$ cat src/rtl/i2c_pkg.sv
// Shared I2C definitions: target FSM states, ACK/NACK bit levels and the
// default 7-bit RTC device address (also used by the i2c_drv instantiation).
package i2c_pkg;

  typedef enum logic [3:0] {
    ST_IDLE,
    ST_ADDR,
    ST_ADDR_ACK,
    ST_PTR,
    ST_PTR_ACK,
    ST_WR,
    ST_WR_ACK,
    ST_RD,
    ST_RD_ACK,
    ST_IGNORE
  } tgt_state_e;

  localparam logic ACK_BIT  = 1'b0;
  localparam logic NACK_BIT = 1'b1;

  localparam logic [6:0] RTC_DEV_ADDR = 7'b101_0001;

endpackage

$ cat src/rtl/i2c_line_sync.sv
// Synchroniser plus history flop for one I2C line.
// Ports: clk, rst_n (sync, active low), line_in (raw pin),
//        level (synchronised level), rise/fall (one-clk edge pulses).
module i2c_line_sync #(
  parameter int unsigned STAGES = 2
) (
  input  logic clk,
  input  logic rst_n,
  input  logic line_in,
  output logic level,
  output logic rise,
  output logic fall
);

  logic [STAGES-1:0] sync_q, sync_d;
  logic              hist_q, hist_d;

  always_comb begin
    sync_d = {sync_q[STAGES-2:0], line_in};
    hist_d = sync_q[STAGES-1];
  end

  always_ff @(posedge clk) begin
    if (!rst_n) begin
      sync_q <= '1;
      hist_q <= 1'b1;
    end else begin
      sync_q <= sync_d;
      hist_q <= hist_d;
    end
  end

  assign level = sync_q[STAGES-1];
  assign rise  = level & ~hist_q;
  assign fall  = ~level & hist_q;

endmodule

$ cat src/rtl/i2c_target_regs.sv
// I2C target with 8-bit register pointer and auto-incrementing register-file
// port. Ports: clk, rst_n (sync, active low), scl_in/sda_in (raw pins),
// sda_oe (1 = pull SDA low), reg_addr/reg_rd_data/reg_wr_en/reg_wr_data
// (register-file port), busy (matched transfer in progress).
module i2c_target_regs
  import i2c_pkg::*;
#(
  parameter logic [6:0]  DEVICE_ADDR = RTC_DEV_ADDR,
  parameter int unsigned SYNC_STAGES = 2
) (
  input  logic       clk,
  input  logic       rst_n,
  input  logic       scl_in,
  input  logic       sda_in,
  output logic       sda_oe,
  output logic [7:0] reg_addr,
  input  logic [7:0] reg_rd_data,
  output logic       reg_wr_en,
  output logic [7:0] reg_wr_data,
  output logic       busy
);

  logic scl_lvl, scl_rise, scl_fall;
  logic sda_lvl, sda_rise, sda_fall;
  logic start_det, stop_det;

  i2c_line_sync #(.STAGES(SYNC_STAGES)) u_scl_sync (
    .clk     (clk),
    .rst_n   (rst_n),
    .line_in (scl_in),
    .level   (scl_lvl),
    .rise    (scl_rise),
    .fall    (scl_fall)
  );

  i2c_line_sync #(.STAGES(SYNC_STAGES)) u_sda_sync (
    .clk     (clk),
    .rst_n   (rst_n),
    .line_in (sda_in),
    .level   (sda_lvl),
    .rise    (sda_rise),
    .fall    (sda_fall)
  );

  assign start_det = sda_fall & scl_lvl;
  assign stop_det  = sda_rise & scl_lvl;

  tgt_state_e  state_q, state_d;
  logic [3:0]  bit_cnt_q, bit_cnt_d;
  logic [7:0]  shift_q, shift_d;
  logic        rw_q, rw_d;
  logic        phase_q, phase_d;   // ACK states: driving ACK; RD_ACK: master ACKed
  logic        sda_oe_q, sda_oe_d;
  logic [7:0]  reg_addr_q, reg_addr_d;
  logic        wr_en_q, wr_en_d;
  logic [7:0]  wr_data_q, wr_data_d;
  logic        busy_q, busy_d;

  always_comb begin
    state_d    = state_q;
    bit_cnt_d  = bit_cnt_q;
    shift_d    = shift_q;
    rw_d       = rw_q;
    phase_d    = phase_q;
    sda_oe_d   = sda_oe_q;
    reg_addr_d = reg_addr_q;
    wr_en_d    = 1'b0;
    wr_data_d  = wr_data_q;
    busy_d     = busy_q;

    if (start_det) begin
      state_d   = ST_ADDR;
      bit_cnt_d = '0;
      phase_d   = 1'b0;
      sda_oe_d  = 1'b0;
    end else if (stop_det) begin
      state_d   = ST_IDLE;
      bit_cnt_d = '0;
      phase_d   = 1'b0;
      sda_oe_d  = 1'b0;
      busy_d    = 1'b0;
    end else begin
      case (state_q)
        ST_IDLE: ;

        ST_ADDR, ST_PTR, ST_WR: begin
          if (scl_rise) begin
            shift_d   = {shift_q[6:0], sda_lvl};
            bit_cnt_d = bit_cnt_q + 4'd1;
            if (bit_cnt_q == 4'd7) begin
              bit_cnt_d = '0;
              phase_d   = 1'b0;
              case (state_q)
                ST_ADDR: begin
                  if (shift_d[7:1] == DEVICE_ADDR) begin
                    state_d = ST_ADDR_ACK;
                    rw_d    = shift_d[0];
                    busy_d  = 1'b1;
                  end else begin
                    state_d = ST_IGNORE;
                  end
                end
                ST_PTR: begin
                  reg_addr_d = shift_d;
                  state_d    = ST_PTR_ACK;
                end
                default: begin
                  wr_en_d   = 1'b1;
                  wr_data_d = shift_d;
                  state_d   = ST_WR_ACK;
                end
              endcase
            end
          end
        end

        // First scl_fall starts the ACK, second one ends it.
        ST_ADDR_ACK, ST_PTR_ACK, ST_WR_ACK: begin
          if (scl_fall) begin
            if (!phase_q) begin
              phase_d  = 1'b1;
              sda_oe_d = 1'b1;
              if (state_q == ST_WR_ACK) begin
                reg_addr_d = reg_addr_q + 8'd1;
              end
            end else begin
              phase_d   = 1'b0;
              sda_oe_d  = 1'b0;
              bit_cnt_d = '0;
              if (state_q == ST_ADDR_ACK) begin
                if (rw_q) begin
                  shift_d  = reg_rd_data;
                  sda_oe_d = ~reg_rd_data[7];
                  state_d  = ST_RD;
                end else begin
                  state_d = ST_PTR;
                end
              end else begin
                state_d = ST_WR;
              end
            end
          end
        end

        // shift_q[7] is the bit currently on the bus.
        ST_RD: begin
          if (scl_rise) begin
            bit_cnt_d = bit_cnt_q + 4'd1;
          end else if (scl_fall) begin
            if (bit_cnt_q == 4'd8) begin
              sda_oe_d  = 1'b0;
              bit_cnt_d = '0;
              phase_d   = 1'b0;
              state_d   = ST_RD_ACK;
            end else begin
              shift_d  = {shift_q[6:0], 1'b0};
              sda_oe_d = ~shift_q[6];
            end
          end
        end

        ST_RD_ACK: begin
          if (scl_rise && !phase_q) begin
            reg_addr_d = reg_addr_q + 8'd1;
            if (sda_lvl == ACK_BIT) begin
              phase_d = 1'b1;
            end else begin
              state_d = ST_IGNORE;
            end
          end else if (scl_fall && phase_q) begin
            shift_d   = reg_rd_data;
            sda_oe_d  = ~reg_rd_data[7];
            bit_cnt_d = '0;
            phase_d   = 1'b0;
            state_d   = ST_RD;
          end
        end

        ST_IGNORE: begin
          sda_oe_d = 1'b0;
        end

        default: begin
          state_d  = ST_IDLE;
          sda_oe_d = 1'b0;
        end
      endcase
    end
  end

  always_ff @(posedge clk) begin
    if (!rst_n) begin
      state_q    <= ST_IDLE;
      bit_cnt_q  <= '0;
      shift_q    <= '0;
      rw_q       <= 1'b0;
      phase_q    <= 1'b0;
      sda_oe_q   <= 1'b0;
      reg_addr_q <= '0;
      wr_en_q    <= 1'b0;
      wr_data_q  <= '0;
      busy_q     <= 1'b0;
    end else begin
      state_q    <= state_d;
      bit_cnt_q  <= bit_cnt_d;
      shift_q    <= shift_d;
      rw_q       <= rw_d;
      phase_q    <= phase_d;
      sda_oe_q   <= sda_oe_d;
      reg_addr_q <= reg_addr_d;
      wr_en_q    <= wr_en_d;
      wr_data_q  <= wr_data_d;
      busy_q     <= busy_d;
    end
  end

  assign sda_oe      = sda_oe_q;
  assign reg_addr    = reg_addr_q;
  assign reg_wr_en   = wr_en_q;
  assign reg_wr_data = wr_data_q;
  assign busy        = busy_q;

endmodule

$ cat config.mk
export PLATFORM = sky130hd
export DESIGN_NAME = i2c_target_regs
export DESIGN_NICKNAME = d
export VERILOG_FILES = /design/src/rtl/i2c_pkg.sv /design/src/rtl/i2c_line_sync.sv /design/src/rtl/i2c_target_regs.sv
export SDC_FILE = /design/constraint.sdc
export NUM_CORES = 1
export LEC_CHECK = 0
export ABC_AREA = 1
export CORE_MARGIN = 2
export CORE_UTILIZATION = 35
export DETAILED_ROUTE_END_ITERATION = 8
export DONT_BUFFER_PORTS = 1
export PLACE_DENSITY = 0.48
export SETUP_SLACK_MARGIN = 0.15
export SLEW_MARGIN = 30
export SYNTH_ARGS = -nofsm -noshare
export SYNTH_HDL_FRONTEND = slang
export SYNTH_HIERARCHICAL = 1
export SYNTH_SLANG_ARGS = --single-unit
$ cat constraint.sdc
create_clock -name clk -period 1.5 [get_ports clk]
set_input_delay 0.225 -clock clk [delete_from_list [all_inputs] [get_ports clk]]
set_output_delay 0.225 -clock clk [all_outputs]
set_load 0.03 [all_outputs]
==> out/metrics.cfg, run 1 <==
[outcome]
status = finished, violations left
violations = negative setup slack

[cells_and_area]
syn_to_final_growth_pct = 44.0
drive_above_1_share_pct = 39.1
design_area_um2 = 3730
fin_nets = 513
fillers = 774
diodes = 0

[synth]
syn_avg_cell_area_um2 = 6.10
synth_seq_area_share_pct = 32.4
syn_area_um2 = 2590
synth.largest_area_cell = dfxtp_1
synth_fp_nets = 440
synthCells = 425
yosysUniqueCellTypes = 32
synth-seq-cells = 42
yosysWarnings = 6
synth_top_area_share_pct = 32.4
synth.area.top_cells = dfxtp_1, nand2_1, nor2_1

[worst_setup_path]
start_kind = register
reg2reg_depth = 12
worstSetupEndpointType = register
worstPathMaxFanout = 6
timing.rr.end = reg_addr[5]$_SDFFE_PN0P_
reg2reg_from = state_q[3]$_SDFFE_PP0P_
path_class = register to register
r2r_slack_ps = -70
required_ps = 1750
arrival_ps = 1820

[timing]
worstMarginPinSlew_ps = 336
setup_ws_ps = -72.9
setup_violations = 26
clock_skew_ps = 5.86
fmax_mhz = 636
rsz0062_at_grt = true
fin_crit_ps = 1570
maxSlewViolCount = 0
setup_tns_ps = -909
min_period_over_period_pct = 105
final-hold-violation-count = 0
slew_headroom_pct = 77.4

[die]
rows = 31
boundaryPins = 31
coreArea_um2 = 7210
initial_core_util_pct = 35.9
die_w_um = 90.1
dieArea_um2 = 8110
die_y_um = 90.1

[clock_network]
clk_latency_ps = 300
root_buffer = clkbuf_8
cts_tree = built
clk_path_buf_depth = 2
clkSlewWorstSetupHoldPaths_ps = 90
numCtsBuffers = 5
clock-sinks = 42
htreeDepth = 2

[placement]
place_area_um2 = 3210
dpl_worst_slack_ps = -196
gp_congestion = 0.925
dp_hpwl_mm = 5.69
numPortBuffers = 0

[pwr]
finalPower_mw = 5.27
power.density_nw_per_um2 = 1410
power_leakage_nw = 1.77
ir_worst_vdd_mv = 0.554

[grt]
grt.overflow.total = 0
grt.total_usage_pct = 19.2
grt_pass1_vias = 2575
grt_max_degree = 27
antenna_found_initial = 0
grt_pass1_wl_mm = 12.6

[drt]
dr_total_vias = 2789
avgViaCountPerCell = 4.66
drt_iter0_drc = 122
wl_per_cell_um = 12.7
drt_wl_total_mm = 7.58
drcViolationCount = 0
first_pass_iters = 4
ant_nets = 0

[worst_hold_path]
worstHoldStart = rst_n
worstHoldEndpoint = reg_addr[0]$_SDFFE_PN0P_
hold_path_depth = 2
hp-class = input pin to register

[run]
cap_violations = 0

==> power breakdown <==
| part | internal (mW) | total [mW] | switching, mW |
|---|---|---|---|
| clock | 0.337 | 0.785 | 0.449 |
| combinational | 1.21 | 3.04 | 1.82 |
| sequential | 1.27 | 1.45 | 0.178 |
==> cell type report <==
class / instances / area [um^2] / share of cell area, %
clock buffer: 5 / 68.8 / 1.84
clock inverter: 3 / 25.0 / 0.670
inverter: 63 / 251 / 6.74
multi-input combinational: 314 / 1820 / 48.7
sequential: 42 / 870 / 23.3
tap: 99 / 124 / 3.32
timing repair buffer: 72 / 576 / 15.4
==> cells in the final DEF, fill, tap and decap left out, types with 2 or more instances in the layout <==
| cell | instances |
|---|---|
| o21ai_1 | 3 |
| clkbuf_8 | 5 |
| o211ai_1 | 2 |
| nand3_2 | 12 |
| nand4_1 | 4 |
| a21oi_2 | 2 |
| o21ai_2 | 10 |
| a21oi_1 | 13 |
| nor2_1 | 60 |
| nor2_2 | 10 |
| inv_1 | 47 |
| nand3_1 | 18 |
| nand2_4 | 9 |
| dfxtp_1 | 31 |
| buf_6 | 4 |
| inv_2 | 10 |
| nor2_4 | 19 |
| inv_4 | 6 |
| dlygate4sd3_1 | 3 |
| ha_4 | 2 |
| dfxtp_4 | 6 |
| dfxtp_2 | 5 |
| nor3_1 | 2 |
| nand3_4 | 2 |
| o21ai_0 | 19 |
| o21a_1 | 2 |
| nand2_1 | 94 |
| buf_4 | 64 |
| nand2_2 | 22 |
==> worst max path at each step <==
stage / from / endpoint / depth (start not counted)
finish: state_q[3]$_SDFFE_PP0P_ / reg_addr[5]$_SDFFE_PN0P_ / 12
CTS: bit_cnt_q[1]$_SDFFE_PP0P_ / reg_addr[5]$_SDFFE_PN0P_ / 12
global placement: state_q[0]$_SDFFE_PN0P_ / reg_addr[0]$_SDFFE_PN0P_ / 10
floorplan: bit_cnt_q[1]$_SDFFE_PP0P_ / reg_addr[0]$_SDFFE_PN0P_ / 11
detailed placement: state_q[0]$_SDFFE_PN0P_ / reg_addr[0]$_SDFFE_PN0P_ / 10
global route: state_q[3]$_SDFFE_PP0P_ / shift_q[5]$_SDFFE_PN0P_ / 10
==> repair_timing <==
action / in CTS / in global routing
setup endpoints to repair: 36 / 36
pin swaps: 22 / 19
hold buffers: 3 / 0
endpoints found under the hold margin: 6 / 0
cloned: 0 / 1
gates resized for setup: 64 / 32
buffers inserted: 8 / 2
==> flip-flops by register name (all words and copies together) (netlist names) <==
register           cells
reg_addr               8
reg_wr_data            8
shift_q                7
bit_cnt_q              4
state_q                4
u_scl_sync/sync_q      2
u_sda_sync/sync_q      2
busy                   1
phase_q                1
reg_wr_en              1
rw_q                   1
sda_oe                 1
u_scl_sync/hist_q      1
u_sda_sync/hist_q      1
==> worst max-delay path: stages, from the launching register on <==
cell and delay, ps:
dfxtp_4 390, buf_4 150, nor2_4 100, buf_4 120
nand3_1 50, nand2_1 80, nand2_2 90, nor2_4 150
buf_4 140, nand3_1 70, nand2_1 70, inv_1 40
nor2_1 80
==> cell usage after synthesis <==
| master | count |
|---|---|
| nor2_2 | 4 |
| o31ai_1 | 1 |
| dfxtp_1 | 42 |
| buf_4 | 2 |
| nor2_1 | 78 |
| buf_2 | 2 |
| nand2_1 | 114 |
| o21a_1 | 2 |
| o21ai_0 | 24 |
| a21oi_1 | 14 |
| nor3_1 | 3 |
| inv_1 | 60 |
| o21ai_1 | 7 |
| nand2_4 | 2 |
| ha_1 | 3 |
| nand2_2 | 8 |
| o22ai_1 | 1 |
| o21bai_1 | 1 |
| nand4_1 | 4 |
| clkbuf_1 | 1 |
| nand3_1 | 31 |
| inv_2 | 3 |
| o21ai_2 | 1 |
| nor2_4 | 7 |
| buf_6 | 2 |
| o211ai_1 | 2 |
| xor2_1 | 1 |
| nor4_1 | 1 |
| a21oi_2 | 1 |
| nand3_2 | 1 |
| a21boi_0 | 1 |
| nand3b_1 | 1 |
==> routing by layer <==
layer	routed length, um	GRT usage [%]	vias up
li1	-	-	1478
met1	3630	26.1	1250
met2	3470	30.6	49
met3	343	4.69	12
met4	138	4.74	0
met5	0	0	-
==> logic make-up (layout without fill, tap and decap cells) <==
| logic type | after synthesis | in the layout | synth area share [%] |
|---|---|---|---|
| AO/OA/AOI/OAI | 55 | 55 | 11.6 |
| XOR/XNOR | 1 | 1 | 0.338 |
| adder cells (fa/ha/maj) | 3 | 3 | 1.45 |
| buffers and inverters | 70 | 143 | 11.1 |
| flip-flops | 42 | 42 | 32.4 |
| AND/OR/NAND/NOR | 254 | 255 | 43.1 |
==> through the flow <==
| stage | hold slack [ps] | utilization [%] | cells |
|---|---|---|---|
| 2_1_floorplan | 294 | - | 425 |
| 3_3_place_gp | 297 | 44.5 | 576 |
| 3_5_place_dp | 300 | 44.5 | 576 |
| 4_1_cts | 27.1 | 49.9 | 595 |
| 5_1_grt | 9.48 | 51.7 | 598 |
| 6_report | 12.3 | 51.7 | 598 |
Note: power is estimated with default switching activity, not from simulation.
==> inputs of run 2 (changes only) <==
--- a/config.mk
+++ b/config.mk
@@ -7,10 +7,12 @@
 export LEC_CHECK = 0
 export ABC_AREA = 1
 export CORE_MARGIN = 2
-export CORE_UTILIZATION = 35
+export CORE_UTILIZATION = 54
+export CTS_BUF_LIST = sky130_fd_sc_hd__clkbuf_16
 export DETAILED_ROUTE_END_ITERATION = 8
 export DONT_BUFFER_PORTS = 1
-export PLACE_DENSITY = 0.48
+export PLACE_DENSITY = 0.69
+export RECOVER_POWER = 50
 export SETUP_SLACK_MARGIN = 0.15
 export SLEW_MARGIN = 30
 export SYNTH_ARGS = -nofsm -noshare
==> out/metrics.cfg, run 2 (same netlist as run 1, synthesis figures left out) <==
[die]
initial_core_util_pct = 55.6  ; +20 points
coreArea_um2 = 4660  ; -35%
dieArea_um2 = 5370  ; -34%
boundaryPins = 31  ; unchanged
die_w_um = 73.3  ; -19%
die_y_um = 73.3  ; -19%
rows = 25  ; -19%

[worst_hold_path]
worstHoldStart = rst_n
hold_path_depth = 1  ; -1
worstHoldEndpoint = u_sda_sync/sync_q[0]$_SDFF_PN1_
hp-class = input pin to register

[clock_network]
clock-sinks = 42  ; unchanged
cts_tree = built
numCtsBuffers = 5  ; unchanged
clk_latency_ps = 290  ; about the same
root_buffer = clkbuf_16
htreeDepth = 2  ; unchanged
clk_path_buf_depth = 2  ; unchanged
clkSlewWorstSetupHoldPaths_ps = 60  ; -30 ps

[outcome]
violations = negative setup slack
status = finished, violations left

[placement]
numPortBuffers = 0  ; unchanged
dpl_worst_slack_ps = -150  ; +46.5 ps
dp_hpwl_mm = 5.07  ; -11%
gp_congestion = 1.03  ; +11%
place_inst = 521  ; -9.5%

[pwr]
power.density_nw_per_um2 = 1530  ; +8.2%
ir_worst_vdd_mv = 1.14  ; +110%
power_leakage_nw = 1.77  ; +0.20%

[grt]
grt.total_usage_pct = 28.3  ; +9.1 points
grt_pass1_vias = 2668  ; +3.6%
grt_max_degree = 32  ; +19%
grt_pass1_wl_mm = 11.9  ; -5.5%
grt.overflow.total = 0  ; unchanged
antenna_found_initial = 0  ; unchanged

[worst_setup_path]
cpMaxStageDelayCell = dfxtp_4
timing.rr.end = state_q[2]$_SDFFE_PP0P_
path_class = register to register
reg2reg_from = state_q[2]$_SDFFE_PP0P_
worstSetupEndpointType = register
crit_path_max_incr_delay_ps = 390  ; about the same
reg2reg_depth = 8  ; -4
cp_top_family = compound AO/OA/AOI/OAI gates
required_ps = 1670  ; -80 ps
r2r_slack_ps = -120  ; -50 ps
start_kind = register
cp_num_buf_inv = 2  ; -2
worstPathMaxFanout = 6  ; unchanged
arrival_ps = 1790  ; -30 ps
path_cells = nor2_4 > buf_6 > nand2_2 > buf_4 > o21ai_0 > o211ai_1 > o21ai_2 > nor2_1
cp.depth = 8  ; -4

[timing]
final-hold-violation-count = 0  ; unchanged
maxSlewViolCount = 0  ; unchanged
clock_skew_ps = 4.40  ; -1.45 ps
slew_headroom_pct = 73.3  ; -4.2 points
worstMarginPinSlew_ps = 401  ; +65.3 ps
rsz0062_at_grt = true
setup_violations = 33  ; +27%
fin_crit_ps = 1620  ; +46.2 ps
min_period_over_period_pct = 108  ; +3.1 points
fmax_mhz = 618  ; -2.9%
setup_ws_ps = -119  ; -46.2 ps

[drt]
drt_wl_total_mm = 7.94  ; +4.7%
drcViolationCount = 0  ; unchanged
dr_total_vias = 2970  ; +6.5%
ant_nets = 0  ; unchanged
avgViaCountPerCell = 5.47  ; +17%
drt_iter0_drc = 233  ; +91%
wl_per_cell_um = 14.6  ; +15%
first_pass_iters = 5  ; +1

[cells_and_area]
syn_to_final_growth_pct = 44.6
layout_common_cells = nand2_1, nor2_1, buf_4, inv_1, dfxtp_1
diodes = 0  ; unchanged
fin_nets = 503  ; -1.9%
final_common_cell = nand2_1
stdcell_count = 543  ; -9.2%
fillers = 324  ; -58%
multi_input_area_um2 = 1870  ; +3.1%
regArea_um2 = 870  ; unchanged
drive_above_1_share_pct = 40.9  ; +1.8 points

[run]
cap_violations = 0  ; unchanged

-- run 2: cell types whose count changed in the layout (fill, tap and decap cells not counted), moves of 7 or more --
cell     previous run  this run
a21oi_1            13         4
a21oi_2             2        11
buf_4              64        48
buf_6               4        12
o21ai_1             3        14
o21ai_2            10         3
-- run 2: worst max-delay path by stage --
stage                                         start                       end  slack, ps
final                       state_q[2]$_SDFFE_PP0P_   state_q[2]$_SDFFE_PP0P_       -120
after global routing        state_q[1]$_SDFFE_PP0P_   shift_q[3]$_SDFFE_PN0P_       -210
after CTS                   state_q[3]$_SDFFE_PP0P_   shift_q[4]$_SDFFE_PN0P_        -20
after detailed placement    state_q[0]$_SDFFE_PN0P_  reg_addr[0]$_SDFFE_PN0P_       -150
after global placement      state_q[0]$_SDFFE_PN0P_  reg_addr[0]$_SDFFE_PN0P_       -110
after floorplan           bit_cnt_q[1]$_SDFFE_PP0P_  reg_addr[0]$_SDFFE_PN0P_         80
-- run 2: power breakdown --
group	leakage, nW	internal (mW)	switching (mW)
clock network	0.0708	0.623	0.471
logic	1.36	1.23	1.93
registers	0.346	1.27	0.203
total	1.77	3.13	2.60
-- run 2: repair_timing --
action / in CTS / in global routing
buffers inserted: 11 / 3
pin swaps: 39 / 19
hold buffers: 0 / 0
resized for setup: 85 / 47
setup endpoints to repair: 36 / 36
-- run 2: final cells by class --
type | instances | share of cell area (%)
Inverter | 63 | 6.84
Clock buffer | 5 | 3.34
Timing Repair Buffer | 63 | 14.2
Sequential cell | 42 | 23.2
Multi-Input combinational cell | 313 | 50.0
Tap cell | 54 | 1.80
Clock inverter | 3 | 0.601
-- run 2: layer usage --
layer / track usage [%] / vias to the layer above / wire (um)
li1: - / 1460 / -
met1: 35.3 / 1379 / 3410
met2: 49.3 / 106 / 3850
met3: 4.12 / 25 / 399
met4: 10.1 / 0 / 280
met5: 0 / - / 0
-- run 2: stage by stage --
stage	cell area [um^2]	total power [mW]	utilization, %	hold WS, ps	TNS (ps)
floorplan	2680	3.16	-	294	0
global placement	3080	3.77	66.0	297	-1290
detailed placement	3080	3.81	66.0	299	-1740
CTS	3580	5.38	76.9	6.33	-57.3
global route	3750	6.05	80.5	3.94	-4660
finish	3750	5.73	80.5	5.65	-1690
==> inputs of run 3 (changes only) <==
--- a/config.mk
+++ b/config.mk
@@ -6,6 +6,7 @@
 export NUM_CORES = 1
 export LEC_CHECK = 0
 export ABC_AREA = 1
+export CORE_ASPECT_RATIO = 0.75
 export CORE_MARGIN = 2
 export CORE_UTILIZATION = 54
 export CTS_BUF_LIST = sky130_fd_sc_hd__clkbuf_16
==> out/metrics.cfg, run 3 (same netlist as run 1, synthesis figures left out) <==
[outcome]
status = finished, violations left
violations = negative setup slack

[die]
dieArea_um2 = 5380  ; about the same
die_y_um = 64.0  ; -13%
coreArea_um2 = 4550  ; -2.5%
boundaryPins = 31  ; unchanged
rows = 21  ; -16%
initial_core_util_pct = 57.0  ; +1.4 points
die_w_um = 84.0  ; +15%

[worst_setup_path]
required_ps = 1710  ; +40 ps
reg2reg_from = state_q[3]$_SDFFE_PP0P_
r2r_slack_ps = -150  ; -30 ps
start_kind = register
reg2reg_depth = 10  ; +2
worstSetupEndpointType = register
arrival_ps = 1860  ; +70 ps
path_class = register to register
worstPathMaxFanout = 6  ; unchanged
timing.rr.end = bit_cnt_q[3]$_SDFFE_PP0P_

[cells_and_area]
layout_common_cells = nand2_1, nor2_1, buf_4, inv_1, dfxtp_1
regArea_um2 = 870  ; unchanged
fillers = 289  ; -11%
syn_to_final_growth_pct = 46.1
design_area_um2 = 3790  ; +1.0%
drive_above_1_share_pct = 39.8  ; -1.1 points
final_common_cell = nand2_1
diodes = 0  ; unchanged
fin_nets = 511  ; +1.6%
multi_input_area_um2 = 1840  ; -1.8%

[grt]
grt_pass1_vias = 2949  ; +11%
grt_pass1_wl_mm = 13.6  ; +14%
grt.total_usage_pct = 32.0  ; +3.7 points
antenna_found_initial = 0  ; unchanged
grt_max_degree = 32  ; unchanged
grt.overflow.total = 0  ; unchanged

[timing]
setup_tns_ps = -2410  ; -722 ps
final-hold-violation-count = 0  ; unchanged
fmax_mhz = 607  ; -1.7%
worstMarginPinSlew_ps = 395  ; -6.11 ps
maxSlewViolCount = 0  ; unchanged
clock_skew_ps = 8.04  ; +3.64 ps
min_period_over_period_pct = 110  ; +1.9 points
setup_violations = 33  ; unchanged
slew_headroom_pct = 73.7  ; +0.41 points
setup_ws_ps = -147  ; -27.9 ps
fin_crit_ps = 1650  ; +27.9 ps
rsz0062_at_grt = true

[drt]
drcViolationCount = 0  ; unchanged
avgViaCountPerCell = 5.58  ; +1.9%
ant_nets = 0  ; unchanged
first_pass_iters = 5  ; unchanged
drt_iter0_drc = 270  ; +16%
wl_per_cell_um = 15.6  ; +6.5%
dr_total_vias = 3089  ; +4.0%
drt_wl_total_mm = 8.62  ; +8.6%

[pwr]
power.switching_mw = 2.67  ; +2.6%
clkPwrFrac_pct = 18.4  ; -0.7 points
power.density_nw_per_um2 = 1560  ; +1.9%
switching_share_pct = 45.3  ; -0.16 points
power_leakage_nw = 1.82  ; +2.5%
comb_power_share_pct = 56.5  ; +1.3 points
p_seq_share_pct = 25.1  ; -0.6 points
p_int_mw = 3.23  ; +3.3%
ir_worst_vdd_mv = 0.901  ; -21%
finalPower_mw = 5.90  ; +3.0%

[placement]
dpl_worst_slack_ps = -231  ; -81.4 ps
numPortBuffers = 0  ; unchanged
dp_hpwl_mm = 5.46  ; +7.8%
gp_congestion = 0.955  ; -7.1%
place_area_um2 = 3110  ; +1.0%

[clock_network]
cts_tree = built
root_buffer = clkbuf_16
numCtsBuffers = 5  ; unchanged
clk_path_buf_depth = 2  ; unchanged
htreeDepth = 2  ; unchanged
clkSlewWorstSetupHoldPaths_ps = 70  ; about the same
clk_latency_ps = 290  ; about the same
clock-sinks = 42  ; unchanged

[worst_hold_path]
worstHoldStart = rst_n
hold_path_depth = 1  ; unchanged
hp-class = input pin to register
worstHoldEndpoint = u_sda_sync/sync_q[0]$_SDFF_PN1_

[run]
cap_violations = 0  ; unchanged

run 3: cell count changes in the layout (fill, tap and decap cells not counted), sizes merged:
cell / before / now
buf: 62 / 68
clkinv: 0 / 2
clkinvlp: 1 / 0
dlygate4sd3: 0 / 1
inv: 65 / 64
nand2: 124 / 125
run 3: timing repair:
| item | CTS | global route |
|---|---|---|
| hold buffers | 0 | 1 |
| pin swaps | 29 | 32 |
| setup endpoints to repair | 36 | 36 |
| gates cloned | 1 | 0 |
| resized for setup | 73 | 54 |
| buffers inserted | 13 | 5 |
| hold endpoints to repair | 0 | 1 |
run 3: power by group through the flow:
stage	Sequential (mW)	Clock [mW]	Combinational, mW
after floorplan	1.50	0	1.66
after global placement	1.45	0	2.37
after detailed placement	1.45	0	2.41
after CTS	1.45	1.08	2.95
after global routing	1.50	1.13	3.63
final	1.48	1.08	3.33
run 3: how the worst max path moves through the flow:
stage                                  from                        end  slack [ps]  cells past startpoint
3_3_place_gp        state_q[0]$_SDFFE_PN0P_   reg_addr[1]$_SDFFE_PN0P_        -140                     10
2_1_floorplan     bit_cnt_q[1]$_SDFFE_PP0P_   reg_addr[0]$_SDFFE_PN0P_          80                     11
5_1_grt        u_scl_sync/hist_q$_SDFF_PN1_    state_q[1]$_SDFFE_PP0P_        -230                     13
4_1_cts             state_q[0]$_SDFFE_PN0P_    shift_q[3]$_SDFFE_PN0P_         -40                     10
3_5_place_dp        state_q[0]$_SDFFE_PN0P_   reg_addr[1]$_SDFFE_PN0P_        -230                     10
6_report            state_q[3]$_SDFFE_PP0P_  bit_cnt_q[3]$_SDFFE_PP0P_        -150                     10
run 3: worst max-delay path, cell delays in order, from the launching register on:
cell,delay [ps]
dfxtp_4,390
inv_6,90
nand2_4,50
nor2_4,200
buf_12,150
o21ai_2,50
nor2_2,200
nor2_4,100
nand2_2,110
nand2_1,60
a21oi_1,150
run 3: cell type report:
type / count / area share (%)
Clock buffer: 5 / 3.30
Clock inverter: 3 / 0.396
Inverter: 63 / 6.77
Multi-Input combinational cell: 314 / 48.6
Sequential cell: 42 / 23.0
Tap cell: 57 / 1.88
Timing Repair Buffer: 70 / 16.1
run 3: layer usage:
metal	part of all wire (%)	global-route usage (%)
met5	0	0
met4	2.4	12.3
met2	46	52.0
met3	9.0	6.85
met1	42	41.9
run 3: metrics by stage:
| step | cells | hold slack [ps] | util [%] |
|---|---|---|---|
| 2_1_floorplan | 425 | 294 | - |
| 3_3_place_gp | 526 | 297 | 68.4 |
| 3_5_place_dp | 526 | 299 | 68.4 |
| 4_1_cts | 548 | 4.78 | 78.8 |
| 5_1_grt | 554 | 2.92 | 83.3 |
| 6_report | 554 | 11.0 | 83.3 |
